$ cat config.mk
export PLATFORM = sky130hd
export DESIGN_NAME = sram_arbiter
export DESIGN_NICKNAME = d
export VERILOG_FILES = /design/src/rtl/sram_arbiter.sv
export SDC_FILE = /design/constraint.sdc
export NUM_CORES = 1
export LEC_CHECK = 0
export CORE_MARGIN = 2
export CORE_UTILIZATION = 40
export DETAILED_ROUTE_END_ITERATION = 6
export PLACE_DENSITY_LB_ADDON = 0.25
export SKIP_CTS_REPAIR_TIMING = 1
export SLEW_MARGIN = 20
export SYNTH_ARGS = -nofsm -noshare
export SYNTH_HDL_FRONTEND = slang
export SYNTH_SLANG_ARGS = --single-unit
export TNS_END_PERCENT = 50
$ cat constraint.sdc
create_clock -name CLK -period 2.2 [get_ports CLK]
set_clock_uncertainty 0.1 [all_clocks]
set_input_delay 0.44 -clock CLK [delete_from_list [all_inputs] [get_ports CLK]]
set_output_delay 0.44 -clock CLK [all_outputs]
set_load 0.02 [all_outputs]
$ cat src/rtl/sram_arbiter.sv
// sram_arbiter: two requesters (C = CPU path, D = debug/loader path) share a
// 16x8 synchronous scratch SRAM. A 3-state FSM serialises fixed 3-cycle
// transactions, breaks ties round-robin and counts arbitration conflicts.
module sram_arbiter #(
  parameter int ADDR_W = 4,
  parameter int DATA_W = 8,
  parameter int CNT_W  = 8
) (
  input  logic              CLK,
  input  logic              RESET,
  input  logic              c_req,
  input  logic              c_we,
  input  logic [ADDR_W-1:0] c_addr,
  input  logic [DATA_W-1:0] c_wdata,
  output logic              c_gnt,
  output logic              c_done,
  output logic [DATA_W-1:0] c_rdata,
  input  logic              d_req,
  input  logic              d_we,
  input  logic [ADDR_W-1:0] d_addr,
  input  logic [DATA_W-1:0] d_wdata,
  output logic              d_gnt,
  output logic              d_done,
  output logic [DATA_W-1:0] d_rdata,
  output logic              busy,
  output logic              last_grant,
  output logic [CNT_W-1:0]  conflict_cnt
);

  typedef enum logic [1:0] {IDLE, ACCESS, DONE} state_t;

  state_t            state;
  logic [DATA_W-1:0] mem [2**ADDR_W];

  // Transaction latched at grant; later requester input changes are ignored.
  logic              win_q;
  logic              we_q;
  logic [ADDR_W-1:0] addr_q;
  logic [DATA_W-1:0] wdata_q;

  logic any_req;
  logic both_req;
  logic win;

  function automatic logic [CNT_W-1:0] sat_inc(input logic [CNT_W-1:0] v);
    return (v == {CNT_W{1'b1}}) ? v : v + 1'b1;
  endfunction

  // Arbitration decision: sole requester wins, a tie goes opposite to last_grant.
  always_comb begin
    any_req  = c_req | d_req;
    both_req = c_req & d_req;
    win      = both_req ? ~last_grant : d_req;
  end

  // Capture the winner's command when a grant is issued.
  always_ff @(posedge CLK) begin
    if (state == IDLE && any_req) begin
      win_q   <= win;
      we_q    <= win ? d_we    : c_we;
      addr_q  <= win ? d_addr  : c_addr;
      wdata_q <= win ? d_wdata : c_wdata;
    end
  end

  // Memory write; reset forces IDLE asynchronously, so an aborted ACCESS never writes.
  always_ff @(posedge CLK) begin
    if (state == ACCESS && we_q) mem[addr_q] <= wdata_q;
  end

  // Control FSM with registered handshake, read data and conflict counter.
  always_ff @(posedge CLK or posedge RESET) begin
    if (RESET) begin
      state        <= IDLE;
      c_gnt        <= 1'b0;
      d_gnt        <= 1'b0;
      c_done       <= 1'b0;
      d_done       <= 1'b0;
      c_rdata      <= '0;
      d_rdata      <= '0;
      busy         <= 1'b0;
      last_grant   <= 1'b1;
      conflict_cnt <= '0;
    end else begin
      case (state)
        IDLE: begin
          if (both_req) conflict_cnt <= sat_inc(conflict_cnt);
          if (any_req) begin
            c_gnt      <= ~win;
            d_gnt      <= win;
            last_grant <= win;
            busy       <= 1'b1;
            state      <= ACCESS;
          end
        end
        ACCESS: begin
          if (!we_q) begin
            if (win_q) d_rdata <= mem[addr_q];
            else       c_rdata <= mem[addr_q];
          end
          c_gnt  <= 1'b0;
          d_gnt  <= 1'b0;
          c_done <= ~win_q;
          d_done <= win_q;
          state  <= DONE;
        end
        DONE: begin
          c_done <= 1'b0;
          d_done <= 1'b0;
          busy   <= 1'b0;
          state  <= IDLE;
        end
        default: state <= IDLE;
      endcase
    end
  end

endmodule

==> Yosys cells after proc, flatten, opt, wreduce, memory -nomap -nowiden <==
Memories as Yosys holds them, arrays and structs flattened. A register that Yosys moved wholly into a read port is not among the register bits.
Index checks and enable logic that the tools add are counted.
{ "classes": {"addsub": 1, "eq_ne": 4, "n_mux": 17, "bitwise": 7, "reduce_logical": 12} }
{ "op_table": {"columns": ["cell", "n"], "rows": [
  ["1-bit case mux with 2 select lines", 5],
  ["3-bit AND reduction", 3],
  ["8-bit by 1-bit adder with 8-bit output (second input constant)", 1],
  ["8-bit == test (second input constant)", 1],
  ["4-bit 2-to-1 mux", 2],
  ["8-bit 2-to-1 mux", 1],
  ["1-bit 2-to-1 mux", 7],
  ["2-bit AND reduction", 3],
  ["2-bit nonzero test", 3],
  ["1-bit inverter", 5],
  ["2-bit case mux with 2 select lines", 1],
  ["2-bit by 1-bit == test with 1-bit output (second input constant)", 1],
  ["2-bit == test (second input constant)", 1],
  ["1-bit logical AND", 2],
  ["2-bit zero test", 1],
  ["2-bit 2-to-1 mux", 1],
  ["2-bit inequality test (second input constant)", 1],
  ["1-bit AND", 1],
  ["1-bit bitwise OR", 1]
]} }
{ "word_totals": {"reg_bits": 46, "mem_bits_rw": 128, "wordCells": 56, "memories": 1} }
{ "memory_table": {"columns": ["name", "words", "word_bits", "read_ports", "rd_ports_with_merged_regs", "wr", "line_no", "rtl"], "rows": [
  ["mem", 16, 8, 1, 1, 1, "33", "logic [DATA_W-1:0] mem [2**ADDR_W];"]
]} }

==> Logic depth before layout (Yosys ltp) <==
{ "logic_depth": {"depth_word": 5, "mapped_depth": 8, "mapped_depth_nobuf": 6} }

==> Least setup slack after synthesis <==
OpenSTA, ideal clock, no wires.
{ "synth_path": {"path_type": "reg-to-reg", "startpoint": "reg state[1]", "endpoint": "mem mem[0][0] (enable)", "setup_ps": 383, "arrival_ps": 1784, "required_ps": 1717, "slack_ps": -67, "path_stages_with_launch": 7, "period_less_slack_ps": 2267, "path_cell_list": "dfrtp_1 -> inv_1 -> ha_1 -> buf_2 -> nand2_1 -> or3_1 -> nor3_1"} }
{ "synth_via": {"elab_chain_cells": 4} }
{ "synth_lines": {"columns": ["item", "line_no", "rtl"], "rows": [
  ["start, declared", "32", "state_t state;"],
  ["start signal, assigned", "74", "state <= IDLE;"],
  ["start signal, assigned", "93", "state <= ACCESS;"],
  ["start signal, assigned", "105", "state <= DONE;"],
  ["2-bit by 1-bit == test with 1-bit output", "68", "if (state == ACCESS && we_q) mem[addr_q] <= wdata_q;"],
  ["1-bit logical AND", "68", null],
  ["1-bit 2-to-1 mux", "68", null],
  ["1-bit 2-to-1 mux (not written as such)", "68", null],
  ["end, declared", "33", null]
]} }
No other way between the ends.

==> Final worst setup path <==
{ "layout_path": {"startpoint": "reg last_grant", "endpoint": "out last_grant"} }
{ "layout_rtl": {"columns": ["item", "line_no", "rtl"], "rows": [
  ["start, declared", "26", "output logic last_grant,"],
  ["start signal, assigned", "91", "last_grant <= win;"]
]} }
No word-level cell between the ends.

==> results_dict.tcl <==
set metrics [dict create \
    cts.sinks 178 \
    finish.utilization_pct 49.6 \
    final_cell_mix "edfxtp_1, clkdlybuf4s50_1, nand2_1, mux2_2, dfrtp_1" \
    seq_power_share_pct 43.6 \
    p_leak_nw 3.16 \
    crit_path_start_kind "register" \
    core_area_mm2 0.0178 \
    drc 0 \
    rows 49 \
    place_hpwl_um 9750 \
    period_share_pct 97.3 \
    critPathSlowestCell "clkdlybuf4s50_1" \
    initialDrtViolationCount 293 \
    path_class "reg -> out" \
    syn_to_final_growth_pct 22.7 \
    final_common_cell "edfxtp_1" \
    tritoncts "done" \
    cp.required_ns 1.66 \
    initial_core_util_pct 40.4 \
    design_area_mm2 0.00885 \
    power.density_cell_area_mw_per_mm2 1240 \
    postSynthAreaPerCell_um2 17.4 \
    p_int_mw 7.59 \
    grt_overflow 0 \
    netlist_area_mm2 0.00721 \
    fin_hold_ws_ns 0.231 \
    timing.setup.tns_ns 0 \
    viasPerCell 5.15 \
    crit_chain "clkdlybuf4s50_1" \
    clockBufferDepth 2 \
    placed_area_mm2 0.00829 \
    cap_violations 0 \
    wl_um 13900 \
    cpPeakStageDelay_ns 0.61 \
    worst_pin_slew_ns 0.533 \
    holdCritPathClass "in -> async" \
    grt_pass1_wl_um 22100 \
    fin_nets 545 \
    yosysWarnings 0 \
    dieWidth_um 138 \
    synth_async_sr_flop_share_pct 18.0 \
    drt_pass1_iterations 5 \
    clockPowerShare_pct 25.7 \
    syn_inst 415 \
    critical_path_arrival_ns 1.60 \
    htreeDepth 4 \
    finalHoldViolCount 0 \
    clk_pin_slew_ns 0.07 \
    synth_cell_types 42 \
    grt_max_degree 31 \
    numCtsBuffers 17 \
    antenna_found_initial 0 \
    place.gp.congestion 0.770 \
    io_buffers 59 \
    die_area_mm2 0.0191 \
    yosysSeqAreaShare_pct 71.3 \
    wire_per_inst_um 18.5 \
    ir_drop_v 0.000672 \
    rsz0062_at_grt "false" \
    ys_ff_latch 178 \
    die_y_um 138 \
    ys.flop_type "edfxtp_1" \
    finalMaxSlewViolations 0 \
    antenna_cells 0 \
    cts-root-buf "clkbuf_16" \
    drive_gt1_share_pct 21.6 \
    io_pins 60 \
    power_switching_share_pct 30.9 \
    vias 3873 \
    cp-end-kind "output port" \
    worstSkewPairLatency_ns 0.42 \
    worstPathMaxFanout 5 \
    grt_pass1_vias 4034 \
    critPathBufInv 1 \
    ant_nets 0 \
    status "completed" \
    pwr-share-comb_pct 30.7 \
    period_needed_ns 2.14 \
    fmax_mhz 467 \
    setup_viol 0 \
    synth_edf_count 142 \
    path_delay_family "buffers and inverters" \
    slew_headroom_pct 64.5 \
    syn-num-nets 450 \
    grt_use_total_pct 15.3 \
    p_switching_mw 3.40 \
]
==> synth_stat cells, types with 2 or more instances <==
master	number	share of area, %
o21ai_0	6	0.42
xnor2_1	6	0.73
mux4_2	13	4.1
edfxtp_1	142	59
dfrtp_1	31	11
ha_1	5	0.87
buf_2	4	0.28
nand2_1	54	2.8
a22o_1	3	0.36
nand2b_1	3	0.26
and3_1	3	0.26
a32o_1	2	0.28
a31oi_1	4	0.35
mux2_2	31	4.8
clkbuf_1	4	0.21
dfxtp_1	4	1.1
nor2_1	24	1.2
inv_1	8	0.42
nor3_1	5	0.35
mux4_1	15	5.5
nand3_1	3	0.21
nand4_1	3	0.26
buf_6	3	0.47
or3_1	2	0.17
mux2i_1	6	0.83
a22oi_1	14	1.5
nand3b_1	2	0.21
==> power groups by stage <==
stage | Combinational (mW) | Sequential (mW) | Clock, mW
2_1_floorplan | 1.94 | 4.95 | 0
3_3_place_gp | 3.37 | 4.82 | 0
3_5_place_dp | 3.41 | 4.86 | 0
4_1_cts | 3.41 | 4.80 | 2.89
5_1_grt | 3.64 | 4.88 | 3.04
6_report | 3.37 | 4.80 | 2.82
==> stage by stage <==
step	instances	worst slack (ns)	total power [mW]
after floorplan	415	0.121	6.89
after global placement	720	0.0751	8.19
after detailed placement	720	0.0492	8.27
after CTS	752	0.0413	11.1
after global routing	752	0.0191	11.6
final	752	0.0596	11.0
==> layer usage <==
metal,vias to the layer above,routed length [um],global-route usage (%)
met5,-,0,0
met4,0,114,4.14
met3,8,567,4.47
met2,80,7090,25.3
met1,1975,6120,20.0
li1,1810,-,-
==> area by class of cell <==
class | instances | area (um2)
Clock buffer | 22 | 454
Clock inverter | 10 | 103
Fill cell | 1480 | 8990
Sequential cell | 178 | 5150
Tap cell | 229 | 287
Multi-Input combinational cell | 214 | 1940
Timing Repair Buffer | 91 | 893
Inverter | 8 | 30.0
==> kinds of logic (layout without fill, tap and decap cells) <==
kind of cell	after synthesis	count (layout)	share of synthesized area, %
flip-flops	178	178	71.3
AND/OR/NAND/NOR	102	102	6.09
multiplexers	66	66	15.4
AO/OA/AOI/OAI	34	34	3.47
buffers and inverters	23	131	1.98
XOR/XNOR	7	7	0.850
adder cells (fa/ha/maj)	5	5	0.867
==> path summary, 6_finish.rpt <==
path / start / to / slack [ns] / cells past startpoint
min reg2reg: d_rdata[5] / d_rdata[5] / 0.36 / 2
max reg2reg: register / d_rdata[1] / 0.15 / 5
min in group CLK: d_rdata[5] / d_rdata[5] / 0.36 / 2
min: RESET / c_gnt / 0.23 / 2
max: last_grant / last_grant / 0.06 / 1
max in group asynchronous: RESET / c_rdata[0] / 1.29 / 3
==> sequential cells by signal (all words and copies together), names as in the netlist, named ones only <==
register      flops
c_gnt             1
win_q             1
d_gnt             1
mem             128
busy              1
wdata_q           8
we_q              1
last_grant        1
addr_q            4
d_done            1
c_done            1
state             2
c_rdata           8
conflict_cnt      8
d_rdata           8
No activity file was read; power rests on OpenSTA's default activity.
